### src/rtl/serial_add_ctrl.sv
// Serial LSB-first adder sequencer around an external full adder. Result valid WIDTH+1 cycles after accept.
// Input accepted only in IDLE; result held stable in DONE until out_ready_i, so downstream may stall indefinitely.
module serial_add_ctrl #(
  parameter int WIDTH = 8
) (
  input  logic             clk_i,
  input  logic             rst_i,
  input  logic             in_valid_i,
  output logic             in_ready_o,
  input  logic [WIDTH-1:0] a_i,
  input  logic [WIDTH-1:0] b_i,
  input  logic             cin_i,
  output logic             a_out_o,
  output logic             b_out_o,
  output logic             carry_o,
  input  logic             fa_sum_i,
  input  logic             fa_carry_i,
  output logic             out_valid_o,
  input  logic             out_ready_i,
  output logic [WIDTH-1:0] sum_o,
  output logic             cout_o
);

  localparam int CW = (WIDTH > 1) ? $clog2(WIDTH) : 1;

  typedef enum logic [1:0] {IDLE, SHIFT, DONE} state_t;

  state_t           state_q, state_d;
  logic [WIDTH-1:0] a_sh_q, a_sh_d;
  logic [WIDTH-1:0] b_sh_q, b_sh_d;
  logic [WIDTH-1:0] sum_sh_q, sum_sh_d;
  logic             carry_q, carry_d;
  logic [CW-1:0]    cnt_q, cnt_d;
  logic [WIDTH-1:0] res_q, res_d;
  logic             cout_q, cout_d;

  always_ff @(posedge clk_i) begin
    if (rst_i) begin
      state_q  <= IDLE;
      a_sh_q   <= '0;
      b_sh_q   <= '0;
      sum_sh_q <= '0;
      carry_q  <= 1'b0;
      cnt_q    <= '0;
      res_q    <= '0;
      cout_q   <= 1'b0;
    end else begin
      state_q  <= state_d;
      a_sh_q   <= a_sh_d;
      b_sh_q   <= b_sh_d;
      sum_sh_q <= sum_sh_d;
      carry_q  <= carry_d;
      cnt_q    <= cnt_d;
      res_q    <= res_d;
      cout_q   <= cout_d;
    end
  end

  always_comb begin
    state_d     = state_q;
    a_sh_d      = a_sh_q;
    b_sh_d      = b_sh_q;
    sum_sh_d    = sum_sh_q;
    carry_d     = carry_q;
    cnt_d       = cnt_q;
    res_d       = res_q;
    cout_d      = cout_q;
    in_ready_o  = 1'b0;
    out_valid_o = 1'b0;
    a_out_o     = 1'b0;
    b_out_o     = 1'b0;
    carry_o     = 1'b0;
    case (state_q)
      IDLE: begin
        in_ready_o = 1'b1;
        if (in_valid_i) begin
          a_sh_d  = a_i;
          b_sh_d  = b_i;
          carry_d = cin_i;
          cnt_d   = '0;
          state_d = SHIFT;
        end
      end
      SHIFT: begin
        a_out_o  = a_sh_q[0];
        b_out_o  = b_sh_q[0];
        carry_o  = carry_q;
        sum_sh_d = {fa_sum_i, sum_sh_q[WIDTH-1:1]};
        carry_d  = fa_carry_i;
        a_sh_d   = a_sh_q >> 1;
        b_sh_d   = b_sh_q >> 1;
        cnt_d    = cnt_q + CW'(1);
        // Result copy is taken on the final bit so sum_o/cout_o never move outside DONE.
        if (cnt_q == CW'(WIDTH - 1)) begin
          res_d   = sum_sh_d;
          cout_d  = fa_carry_i;
          state_d = DONE;
        end
      end
      DONE: begin
        out_valid_o = 1'b1;
        if (out_ready_i) state_d = IDLE;
      end
      default: state_d = IDLE;
    endcase
  end

  assign sum_o  = res_q;
  assign cout_o = cout_q;

endmodule

### config.mk
export PLATFORM = sky130hd
export DESIGN_NAME = serial_add_ctrl
export DESIGN_NICKNAME = d
export VERILOG_FILES = /design/src/rtl/serial_add_ctrl.sv
export SDC_FILE = /design/constraint.sdc
export NUM_CORES = 1
export LEC_CHECK = 0
export CAP_MARGIN = 0
export CORE_MARGIN = 1
export CORE_UTILIZATION = 52
export CTS_CLUSTER_SIZE = 16
export DETAILED_ROUTE_END_ITERATION = 10
export PLACE_DENSITY = 0.91
export RECOVER_POWER = 50
export SYNTH_ARGS = -nofsm -noshare
export SYNTH_HDL_FRONTEND = slang
export SYNTH_SLANG_ARGS = --single-unit
### constraint.sdc
create_clock -name clk_i -period 3.8 [get_ports clk_i]
set_input_delay 1.14 -clock clk_i [delete_from_list [all_inputs] [get_ports clk_i]]
set_output_delay 1.14 -clock clk_i [all_outputs]
set_load 0.01 [all_outputs]
# Word-level counts from Yosys, hierarchy flattened
# Index checks and enable logic that the tools add are counted.
# totals
word_cells	37
mem_bits_rw	0
out_inout_bits	14
latchBits	0
in_bits	23
romBits	0
regBits	39
n_memories	0
# op_classes
n_lt_le_gt_ge	0
shift	0
div	0
n_eq_ne	6
muxes	17
multipliers	0
addsub	1
n_reduce_logical	5
n_bitwise	0
# op_table
operator	n
$pmux W8 S2	2
$mux W8	2
$mux W1	6
$mux W2	3
$ne A2 B2 Y1 const B	3
$pmux W2 S3	1
$pmux W3 S2	1
$reduce_and A2 Y1	2
$add A3 B1 Y3 const B	1
$eq A3 B3 Y1 const B	1
$mux W3	1
$reduce_and A3 Y1	1
$eq A2 B1 Y1 const B	1
$eq A2 B2 Y1 const B	1
$logic_not A2 Y1	1
$pmux W1 S2	1
$reduce_bool A2 Y1	1

# Longest topological paths before layout
# Gate-level depths: netlist of run 1.
# depth
ltp_word	3
ltp_mapped	6
mapped_depth_nobuf	5

# Least setup slack after synthesis of run 1
# No wires, ideal clock.
# synth_path
path_type	flip-flop to output port
from	reg state_q[0]
to	out a_out_o
t_required_ns	2.660
slack_ns	1.629
stages_incl_launch_ff	6
t_arrival_ns	1.031
path_buffers	3
cell_sequence	dfxtp_1 -> buf_6 -> nor2b_2 -> buf_6 -> buf_2 -> and2_1
# synth_between
elab_chain_cells	2
# synth_lines
item	line_no	text
start: declaration	28	state_t state_q, state_d;
start signal: assignment	48	state_q <= state_d;
$eq A2 B1 Y1	73	case (state_q)
$mux W1	73	
end: declaration	13	output logic a_out_o,
# Every way passes these cells.

# Worst setup path after layout of run 1
# layout_path
from	reg state_q[0]
to	out carry_o
# layout_between
elab_chain_cells	2
# layout_lines
item	line_no	text
$eq A2 B1 Y1	73	
$mux W1	73	
end: declaration	15	output logic carry_o,
# Every way passes these cells.

==> results.md, run 1 <==
- Number of cells after detailed placement: 229
- Chip Height: 57.4 µm
- Net Count, Synth: 196
- Buffers added on ports: 36
- Clk sink count: 38
- Fmax: 0.320 GHz
- Chip width: 57.4 µm
- Total negative slack: 0 ns
- DR vias: approximately 1,300
- Largest net degree at the start of global routing: 24
- Postcts setup bufs: 0
- Maximum VDD drop: around 0.23 mV
- Warnings from Yosys: 0
- Critical Path RT: 2.66 ns
- Reg clk slew, reported paths: 0.11 ns
- Max-slew headroom: around 28%
- Top cells by area, synth: dfxtp_1 48%, a21oi_1 6.9%, o221a_1 6.4%
- RSZ-0062 raised after global routing: no
- PostCTS Resize Cnt: 0
- CP Capture Type: primary output
- Grt ovf: 0
- Share of layout cells above drive strength 1: 14.6%
- Worst-case clock buffer depth: 2
- Crit path max fanout: 9
- Worst Path Arrival: 1.98 ns
- Min-delay worst type: flop to flop
- Slowest stage delay, CP: 0.53 ns
- Final antenna-violating net count: 0
- Top cell type's share of synthesized area: 47.7%
- Rows: 19
- Area leader, netlist: dfxtp_1
- DR iter-0 viols: 57
- Critical path's slowest cell: dfxtp_1
- Diodes inserted: 0
- Status: finished, violations left
- Max-cap violations: 0
- Syn avg cell area: ~9.3 µm²
- Cells along the critical path: nor2b_2 > and2_1 > clkdlybuf4s50_1
- Lkg Pwr: 0.741 nW
- Period utilisation layout: 82.2%
- Worst-skew pair later-pin latency: 0.35 ns
- Final hold viol count: 0
- Cell count after synthesis: 171
- Hold_sp: sum_o[4]$_SDFFE_PP0P_
- CP startpoint kind: flop
- Non-filler cells, final: between 200 and 250
- H-tree Lvls: 2
- CTS Hold Bufs: 0
- CP startpoint: state_q[0]$_SDFFE_PP0P_
- First-pass GRT wire length: 5.31 mm
- Failing checks: DRC
- Final setup margin: 0.676 ns
- Ports: 37
- Setup violators final: 0
- Power Total: roughly 0.75 mW
- Reg2Reg Launch Point: state_q[0]$_SDFFE_PP0P_
- Fin. max-slew vios: 0
- Synthesized cell area: 0.00159 mm²
- Placer congestion estimate: 0.741
- Cell variety after synth: 29
- Tot GR Track Use: 21.1%
- Full die area: between 0.003 and 0.004 mm²
- Starting Density: 56.3%
- Setup Crit Path Kind: flop to primary output
- Pre-CTS WS: 0.999 ns
- Routed len/inst: 13.0 µm
- Slew @ Worst Pin: 1.08 ns
- Pwr Density: roughly 380 mW/mm²
- Vias in the first global route: 1,262
- Layout Nets: between 200 and 250
- Final wirelength: slightly above 3 mm
- Area growth, synth to finish: 24.6%
- Post-DP HPWL: 2.14 mm
- Tmin final: 3.12 ns
- Remaining DRCs: 3
- Pre-antenna DRT Iters: 7
- CTS buffer count: 5
- Root Driver: clkbuf_4
- Sequential fraction of the synthesis area: 47.7%
- Initial antenna violation count: 0
- Core ar.: 0.00283 mm²
- Via density: 5.65
- CTS tree: built
- Yosys reg bits: 38
- Clk_skew: 0.00334 ns
==> layer usage <==
layer  GRT usage [%]  routed length, µm
met5               0                  0
met4            8.36                 61
met3            6.12                173
met2            37.0               1510
met1            23.9               1350
==> critical path, delay by kind of cell (launching register included) <==
kind | cells | cell delay (ns)
AND/OR/NAND/NOR | 2 | 0.58
flip-flops | 1 | 0.53
buffers and inverters | 1 | 0.53
==> kinds of logic (layout without fill, tap and decap cells) <==
family,Yosys count,after routing,share of synthesized area [%]
buffers and inverters,28,63,9.26
adder cells (fa/ha/maj),2,2,1.57
multiplexers,2,2,1.26
flip-flops,38,38,47.7
AO/OA/AOI/OAI,52,52,25.7
AND/OR/NAND/NOR,49,49,14.4
==> state kept, by name, indices dropped and copies added (netlist names) <==
name and count:
cnt_q 3, b_sh_q 8, sum_sh_q 7, state_q 2
cout_o 1, carry_q 1, a_sh_q 8, sum_o 8
==> cells in the mapped netlist, drive strengths merged <==
library cell,number
nand2b,2
nor2,9
o221a,15
nor2b,2
nand3,8
clkbuf,2
a22oi,2
nand2,23
and2,3
ha,2
inv,16
nor3,1
mux2i,2
o21bai,1
nand3b,1
dfxtp,38
buf,10
a21oi,31
a211oi,1
a32oi,2
==> per-stage QoR <==
step | area (µm²) | hold WS, ns | utilization, %
floorplan | 1590 | 0.437 | -
global placement | 1930 | 0.442 | 68.2
detailed placement | 1930 | 0.447 | 68.2
CTS | 1990 | 0.463 | 70.3
global route | 1990 | 0.477 | 70.2
finish | 1990 | 0.458 | 70.2
==> power breakdown <==
group	leakage (nW)	internal [mW]	switching, mW
clock network	0.0353	0.0897	0.130
logic	0.395	0.0519	0.0468
registers	0.311	0.417	0.0124
==> placed cells by master (no fill, tap or decap) <==
master           netlist  layout
a211oi_2               1       1
inv_1                 16      16
clkinv_2               0       1
nor2_1                 7       8
o221a_1                9       9
o221a_2                6       6
nand2_1               22      22
clkdlybuf4s50_1        0      29
nor3_1                 1       1
dlygate4sd3_1          0       7
dfxtp_1               38      38
nor2_2                 2       1
a21oi_2                9       9
a32oi_1                2       2
clkbuf_4               0       5
clkbuf_1               2       1
nand3_1                8       8
ha_1                   2       2
and2_1                 3       3
nand3b_2               1       1
clkbuf_8               0       1
a22oi_1                2       2
mux2i_1                2       2
a21oi_1               22      22
nor2b_2                1       1
o21bai_1               1       1
nor2b_1                1       1
nand2_2                1       1
nand2b_1               2       2
buf_4                  1       3
==> layout make-up <==
type	instances	area [µm²]
sequential	38	761
clock buffer	7	55.1
timing repair buffer	39	383
inverter	16	60.1
fill	228	843
clock inverter	1	5.00
multi-input combinational	105	683
tap	31	38.8
==> final timing paths <==
path | endpoint | slack [ns] | cells past startpoint
worst max-delay path | carry_o | 0.68 | 3
worst min-delay path | sum_o[4]$_SDFFE_PP0P_ | 0.46 | 2
worst max register to register | a_sh_q[5]$_SDFFE_PP0P_ | 1.94 | 3
worst min register to register | sum_o[4]$_SDFFE_PP0P_ | 0.46 | 2
(Power assumes the default switching activity.)
==> run 2, diff against run 1 <==
--- a/config.mk
+++ b/config.mk
@@ -7,10 +7,10 @@
 export LEC_CHECK = 0
 export CAP_MARGIN = 0
 export CORE_MARGIN = 1
-export CORE_UTILIZATION = 52
+export CORE_UTILIZATION = 44
 export CTS_CLUSTER_SIZE = 16
 export DETAILED_ROUTE_END_ITERATION = 10
-export PLACE_DENSITY = 0.91
+export PLACE_DENSITY = 0.83
 export RECOVER_POWER = 50
 export SYNTH_ARGS = -nofsm -noshare
 export SYNTH_HDL_FRONTEND = slang
==> constraint.sdc (replaced) <==
create_clock -name clk_i -period 2.57 [get_ports clk_i]
set_input_delay 0.771 -clock clk_i [delete_from_list [all_inputs] [get_ports clk_i]]
set_output_delay 0.771 -clock clk_i [all_outputs]
set_load 0.01 [all_outputs]
==> run 2 against run 1 <==
Effect of this change: the run now ends clean; critical endpoint is now a_out_o; via count is 3.1% lower; clock power is 29% higher; wire length is 3.0% higher; final cell count is 6.8% higher; non-clock buffer count is 2 higher; first-iteration DRC count is 26% lower; sequential share of layout area is 0.096 points lower; largest power group unchanged; utilization is 12 points lower; critical path depth stayed put; register-to-register slack worse by 0.97 ns.
==> results.md, run 2 (same netlist as run 1, synthesis figures left out) <==
- Max-cap violations: 0
- Largest net degree at the start of global routing: 39
- Critical Path End: a_out_o
- Clk sink count: 38
- Ports: 37
- Logic pwr share: 13.8%
- Chip Height: 62.2 µm
- DR iter-0 viols: 42
- Sequential power share: 59.5%
- Worst-skew pair later-pin latency: about 0.33 ns
- CP startpoint kind: flop
- Total negative slack: 0 ns
- RR Endpoint: cout_o$_SDFFE_PP0P_
- Initial antenna violation count: 0
- Root Driver: clkbuf_4
- First-pass GRT wire length: 5.29 mm
- Full die area: 0.00387 mm²
- CP startpoint: state_q[1]$_SDFFE_PP0P_
- Final antenna-violating net count: 0
- Vias in the first global route: 1,195
- Remaining DRCs: 0
- Sw Ratio: between 20% and 30%
- Lkg Pwr: 0.727 nW
- Share of layout cells above drive strength 1: 14.0%
- Reg clk slew, reported paths: around 0.1 ns
- Post-DP HPWL: 2.20 mm
- Setup violators final: 0
- Final hold viol count: 0
- Tot GR Track Use: 17.3%
- Min-delay worst type: flop to flop
- Clk_skew: 0.00659 ns
- Clock power frac: 26.7%
- RSZ-0062 raised after global routing: no
- Worst-case clock buffer depth: 2
- Most common cell after layout, fill and taps aside: dfxtp_1
- Period utilisation layout: a little over nine tenths
- Cells along the critical path: nor2b_2 > and2_1 > clkdlybuf4s50_1
- Slowest stage delay, CP: between 0.5 and 0.6 ns
- Reg2Reg Launch Point: cnt_q[0]$_SDFFE_PP0P_
- Placer congestion estimate: around 0.75
- Pwr Density: 535 mW/mm²
- CTS tree: built
- CP Capture Type: primary output
- Crit path max fanout: 8
- CTS buffer count: 5
- Commonest non-fill, non-tap cells in the layout: 38 x dfxtp_1, 35 x clkdlybuf4s50_1, 25 x a21oi_1
- Buffers added on ports: 36
- Starting Density: a little under half
- Chip width: 62.2 µm
- Pre-antenna DRT Iters: 4
- Maximum VDD drop: 0.207 mV
- Rows: 21
- Hold path cells: 2
- Reg-to-reg slack, setup: 0.97 ns
- Status: completed
- CTS Hold Bufs: 0
- P_sw: roughly 0.27 mW
- Final wirelength: 3.18 mm
- Max-slew headroom: a little under half
- Postcts setup bufs: 0
- Slew @ Worst Pin: ~0.8 ns
- Tmin final: 2.43 ns
- Diodes inserted: 0
- Critical Path RT: 1.80 ns
- P_int: 0.793 mW
- Area growth, synth to finish: 24.9%
- PostCTS Resize Cnt: 0
- Setup Crit Path Kind: flop to primary output
- Via density: approximately 5.1
- Critical path's slowest cell: clkdlybuf4s50_1
- Placed standard-cell area: around 0.0020 mm²
- Layout Nets: 232
- Worst Path Arrival: 1.66 ns
- Core ar.: 0.00342 mm²
- Design area: 0.00199 mm²
- Fin. max-slew vios: 0
- DR vias: 1,296
- Routed len/inst: between 10 and 15 µm
- Cells on worst reg2reg path: 5
- Grt ovf: 0
- H-tree Lvls: 2
- Fmax: 0.412 GHz
## run 2: layer usage
metal	up-vias	share of wire, %	wire, µm	GRT usage, %
li1	659	-	-	-
met4	0	1.7	55	7.85
met5	-	0	0	0
met2	27	48	1530	28.0
met3	6	3.7	119	3.49
met1	604	46	1480	22.2
## run 2: worst min path at each step
stage | slack (ns) | start | endpoint
after floorplan | 0.44 | sum_sh_q[1]$_SDFFE_PP0P_ | sum_sh_q[1]$_SDFFE_PP0P_
after global placement | 0.44 | sum_sh_q[1]$_SDFFE_PP0P_ | sum_sh_q[1]$_SDFFE_PP0P_
after detailed placement | 0.45 | sum_sh_q[1]$_SDFFE_PP0P_ | sum_sh_q[1]$_SDFFE_PP0P_
after CTS | 0.47 | sum_o[2]$_SDFFE_PP0P_ | sum_o[2]$_SDFFE_PP0P_
after global routing | 0.48 | sum_o[3]$_SDFFE_PP0P_ | sum_o[3]$_SDFFE_PP0P_
final | 0.46 | sum_o[1]$_SDFFE_PP0P_ | sum_o[1]$_SDFFE_PP0P_
## run 2: final cells by class
| type | count | area, µm² |
|---|---|---|
| Clock buffer | 5 | 37.5 |
| Clock inverter | 2 | 10.0 |
| Fill cell | 329 | 1430 |
| Inverter | 16 | 60.1 |
| Multi-Input combinational cell | 105 | 669 |
| Sequential cell | 38 | 761 |
| Tap cell | 46 | 57.6 |
| Timing Repair Buffer | 41 | 395 |
## run 2: critical path: cells and delay by family (launching register included)
| family | cells | cell delay (ns) |
|---|---|---|
| and+or+nand+nor | 2 | 0.40 |
| DFF | 1 | 0.40 |
| buffers and inverters | 1 | 0.53 |
## run 2: through the flow
| stage | instances | hold slack [ns] | setup WS (ns) | total power, mW | utilization, % |
|---|---|---|---|---|---|
| 2_1_floorplan | 171 | 0.437 | 0.768 | 0.742 | - |
| 3_3_place_gp | 246 | 0.443 | 0.387 | 0.795 | 57.8 |
| 3_5_place_dp | 246 | 0.450 | 0.352 | 0.801 | 57.8 |
| 4_1_cts | 253 | 0.466 | 0.116 | 1.08 | 59.2 |
| 5_1_grt | 253 | 0.484 | 0.0420 | 1.12 | 58.3 |
| 6_report | 253 | 0.459 | 0.144 | 1.06 | 58.3 |
## run 2: power groups by stage
| stage | logic (mW) | clock network, mW | registers, mW |
|---|---|---|---|
| global placement | 0.150 | 0 | 0.645 |
| CTS | 0.154 | 0.292 | 0.633 |
| finish | 0.147 | 0.284 | 0.633 |
| detailed placement | 0.155 | 0 | 0.646 |
| floorplan | 0.101 | 0 | 0.641 |
| global route | 0.160 | 0.325 | 0.637 |
==> run 3, diff against run 2 <==
--- a/config.mk
+++ b/config.mk
@@ -6,10 +6,11 @@
 export NUM_CORES = 1
 export LEC_CHECK = 0
 export CAP_MARGIN = 0
-export CORE_MARGIN = 1
+export CORE_MARGIN = 2
 export CORE_UTILIZATION = 44
 export CTS_CLUSTER_SIZE = 16
 export DETAILED_ROUTE_END_ITERATION = 10
+export GPL_TIMING_DRIVEN = 0
 export PLACE_DENSITY = 0.83
 export RECOVER_POWER = 50
 export SYNTH_ARGS = -nofsm -noshare
==> run 3 against run 2 <==
Effect of this change: worst hold slack got worse by 0.0011 ns; die area is 6.5% higher; sequential power about the same; sequential share of layout area fell by 1.3 points; critical endpoint is now out_valid_o.
==> results.md, run 3 (same netlist as run 1, synthesis figures left out) <==
- Status: completed
- Fin. max-slew vios: 0
- RR Endpoint: cout_o$_SDFFE_PP0P_
- Buffers added on ports: 35
- Max-cap violations: 0
- Placer congestion estimate: 0.765
- Setup violators final: 0
- Total negative slack: 0 ns
- Post-DP HPWL: 2.27 mm
- Hold path cells: 2
- Layout Nets: 239
- Clk sink count: 38
- Worst-case clock buffer depth: 2
- Final Util: 60.4%
- Final wirelength: 3.20 mm
- Tot GR Track Use: roughly 17%
- Fmax: 0.417 GHz
- Vias in the first global route: around 1,300
- Initial antenna violation count: 0
- Largest net degree at the start of global routing: 11
- Area growth, synth to finish: 29.4%
- Reg clk slew, reported paths: ~0.1 ns
- Commonest non-fill, non-tap cells in the layout: 38 x dfxtp_1, 31 x clkdlybuf4s50_1, 22 x nand2_1, 22 x a21oi_1, 16 x inv_1
- Maximum VDD drop: 0.381 mV
- Setup Crit Path Kind: flop to primary output
- Grt ovf: 0
- Core ar.: 0.00342 mm²
- Clk_skew: 0.0114 ns
- Crit path max fanout: 8
- Max-slew headroom: 68.8%
- Diodes inserted: 0
- Final antenna-violating net count: 0
- Pwr Density: 530 mW/mm²
- Full die area: 0.00412 mm²
- Starting Density: 46.7%
- H-tree Lvls: 2
- Period utilisation layout: 93.4%
- DR vias: between 1,000 and 1,500
- CTS buffer count: 5
- Root Driver: clkbuf_4
- WHS: 0.458 ns
- Tmin final: between 2 and 2.5 ns
- Worst Path Arrival: 1.63 ns
- DR iter-0 viols: 92
- Worst-skew pair later-pin latency: 0.35 ns
- Min-delay worst type: flop to flop
- Pre-antenna DRT Iters: 4
- CP startpoint kind: flop
- Share of layout cells above drive strength 1: between 10% and 20%
- Reg2Reg Launch Point: cnt_q[0]$_SDFFE_PP0P_
- Hold EP: sum_o[1]$_SDFFE_PP0P_
- Ports: 37
- Critical Path RT: around 1.8 ns
- Chip width: 64.2 µm
- Final hold viol count: 0
- Cells on worst reg2reg path: 6
- Most common cell after layout, fill and taps aside: dfxtp_1
- CTS tree: built
- Routed len/inst: ~12 µm
- Hold_sp: sum_o[1]$_SDFFE_PP0P_
- CTS Hold Bufs: 0
- RSZ-0062 raised after global routing: no
- Remaining DRCs: 0
- Chip Height: ~64 µm
- Final setup margin: 0.170 ns
- CP Capture Type: primary output
- Via density: 5.21
- Pre-CTS WS: ~0.15 ns
- Reg-to-reg slack, setup: 0.71 ns
- Rows: 21
- Slew @ Worst Pin: 0.468 ns
- First-pass GRT wire length: 5.55 mm
- Lkg Pwr: 0.802 nW
## run 3: cell count changes in the layout (fill, tap and decap cells not counted), moves of 3 or more
| cell | change |
|---|---|
| a21oi_1 | -3 |
| clkdlybuf4s50_1 | -4 |
| clkbuf_1 | +4 |
| dlymetal6s2s_1 | +3 |
| buf_6 | +3 |
| a21oi_2 | +3 |
## run 3: repair_timing
action,in CTS,in global routing
gates resized for setup,0,3
pin swaps,0,0
buffers inserted,2,0
setup endpoints to repair,3,3
## run 3: cell type report
cell class	instances	area, µm²
Timing Repair Buffer	37	373
Multi-Input combinational cell	105	679
Buffer	11	81.3
Fill cell	304	1350
Clock buffer	6	51.3
Inverter	16	60.1
Sequential cell	38	761
Tap cell	46	57.6
## run 3: layer usage
layer  part of all wire (%)  global-route usage (%)  routed length [µm]  up-vias
li1                       -                       -                   -      681
met1                     47                    20.6                1510      630
met2                     45                    29.2                1450       31
met3                    4.9                    4.05                 158        8
met4                    2.6                    9.57                  84        0
met5                      0                       0                   0        -
## run 3: worst max-delay path by stage
stage / startpoint / end / slack [ns] / cells after the start
6_report: state_q[1]$_SDFFE_PP0P_ / out_valid_o / 0.17 / 2
5_1_grt: state_q[1]$_SDFFE_PP0P_ / out_valid_o / 0.06 / 2
4_1_cts: state_q[0]$_SDFFE_PP0P_ / a_out_o / 0.02 / 5
3_5_place_dp: state_q[0]$_SDFFE_PP0P_ / a_out_o / 0.15 / 6
3_3_place_gp: state_q[0]$_SDFFE_PP0P_ / a_out_o / 0.17 / 6
2_1_floorplan: state_q[0]$_SDFFE_PP0P_ / a_out_o / 0.77 / 5
## run 3: worst max-delay path, stage by stage, from the launching register on
cell             delay [ns]
dfxtp_1                0.47
nor2b_1                0.25
clkdlybuf4s50_1        0.57
## run 3: metrics by stage
stage	cells	area (µm²)	total power, mW
floorplan	171	1590	0.742
global placement	252	2000	0.803
detailed placement	252	2000	0.806
CTS	259	2060	1.11
global route	259	2060	1.15
finish	259	2060	1.09
## run 3: where the power goes
| group | switching, mW | total (mW) | internal (mW) |
|---|---|---|---|
| logic | 0.0743 | 0.160 | 0.0861 |
| clock network | 0.179 | 0.302 | 0.123 |
| registers | 0.0152 | 0.632 | 0.617 |
| total | 0.268 | 1.09 | 0.826 |
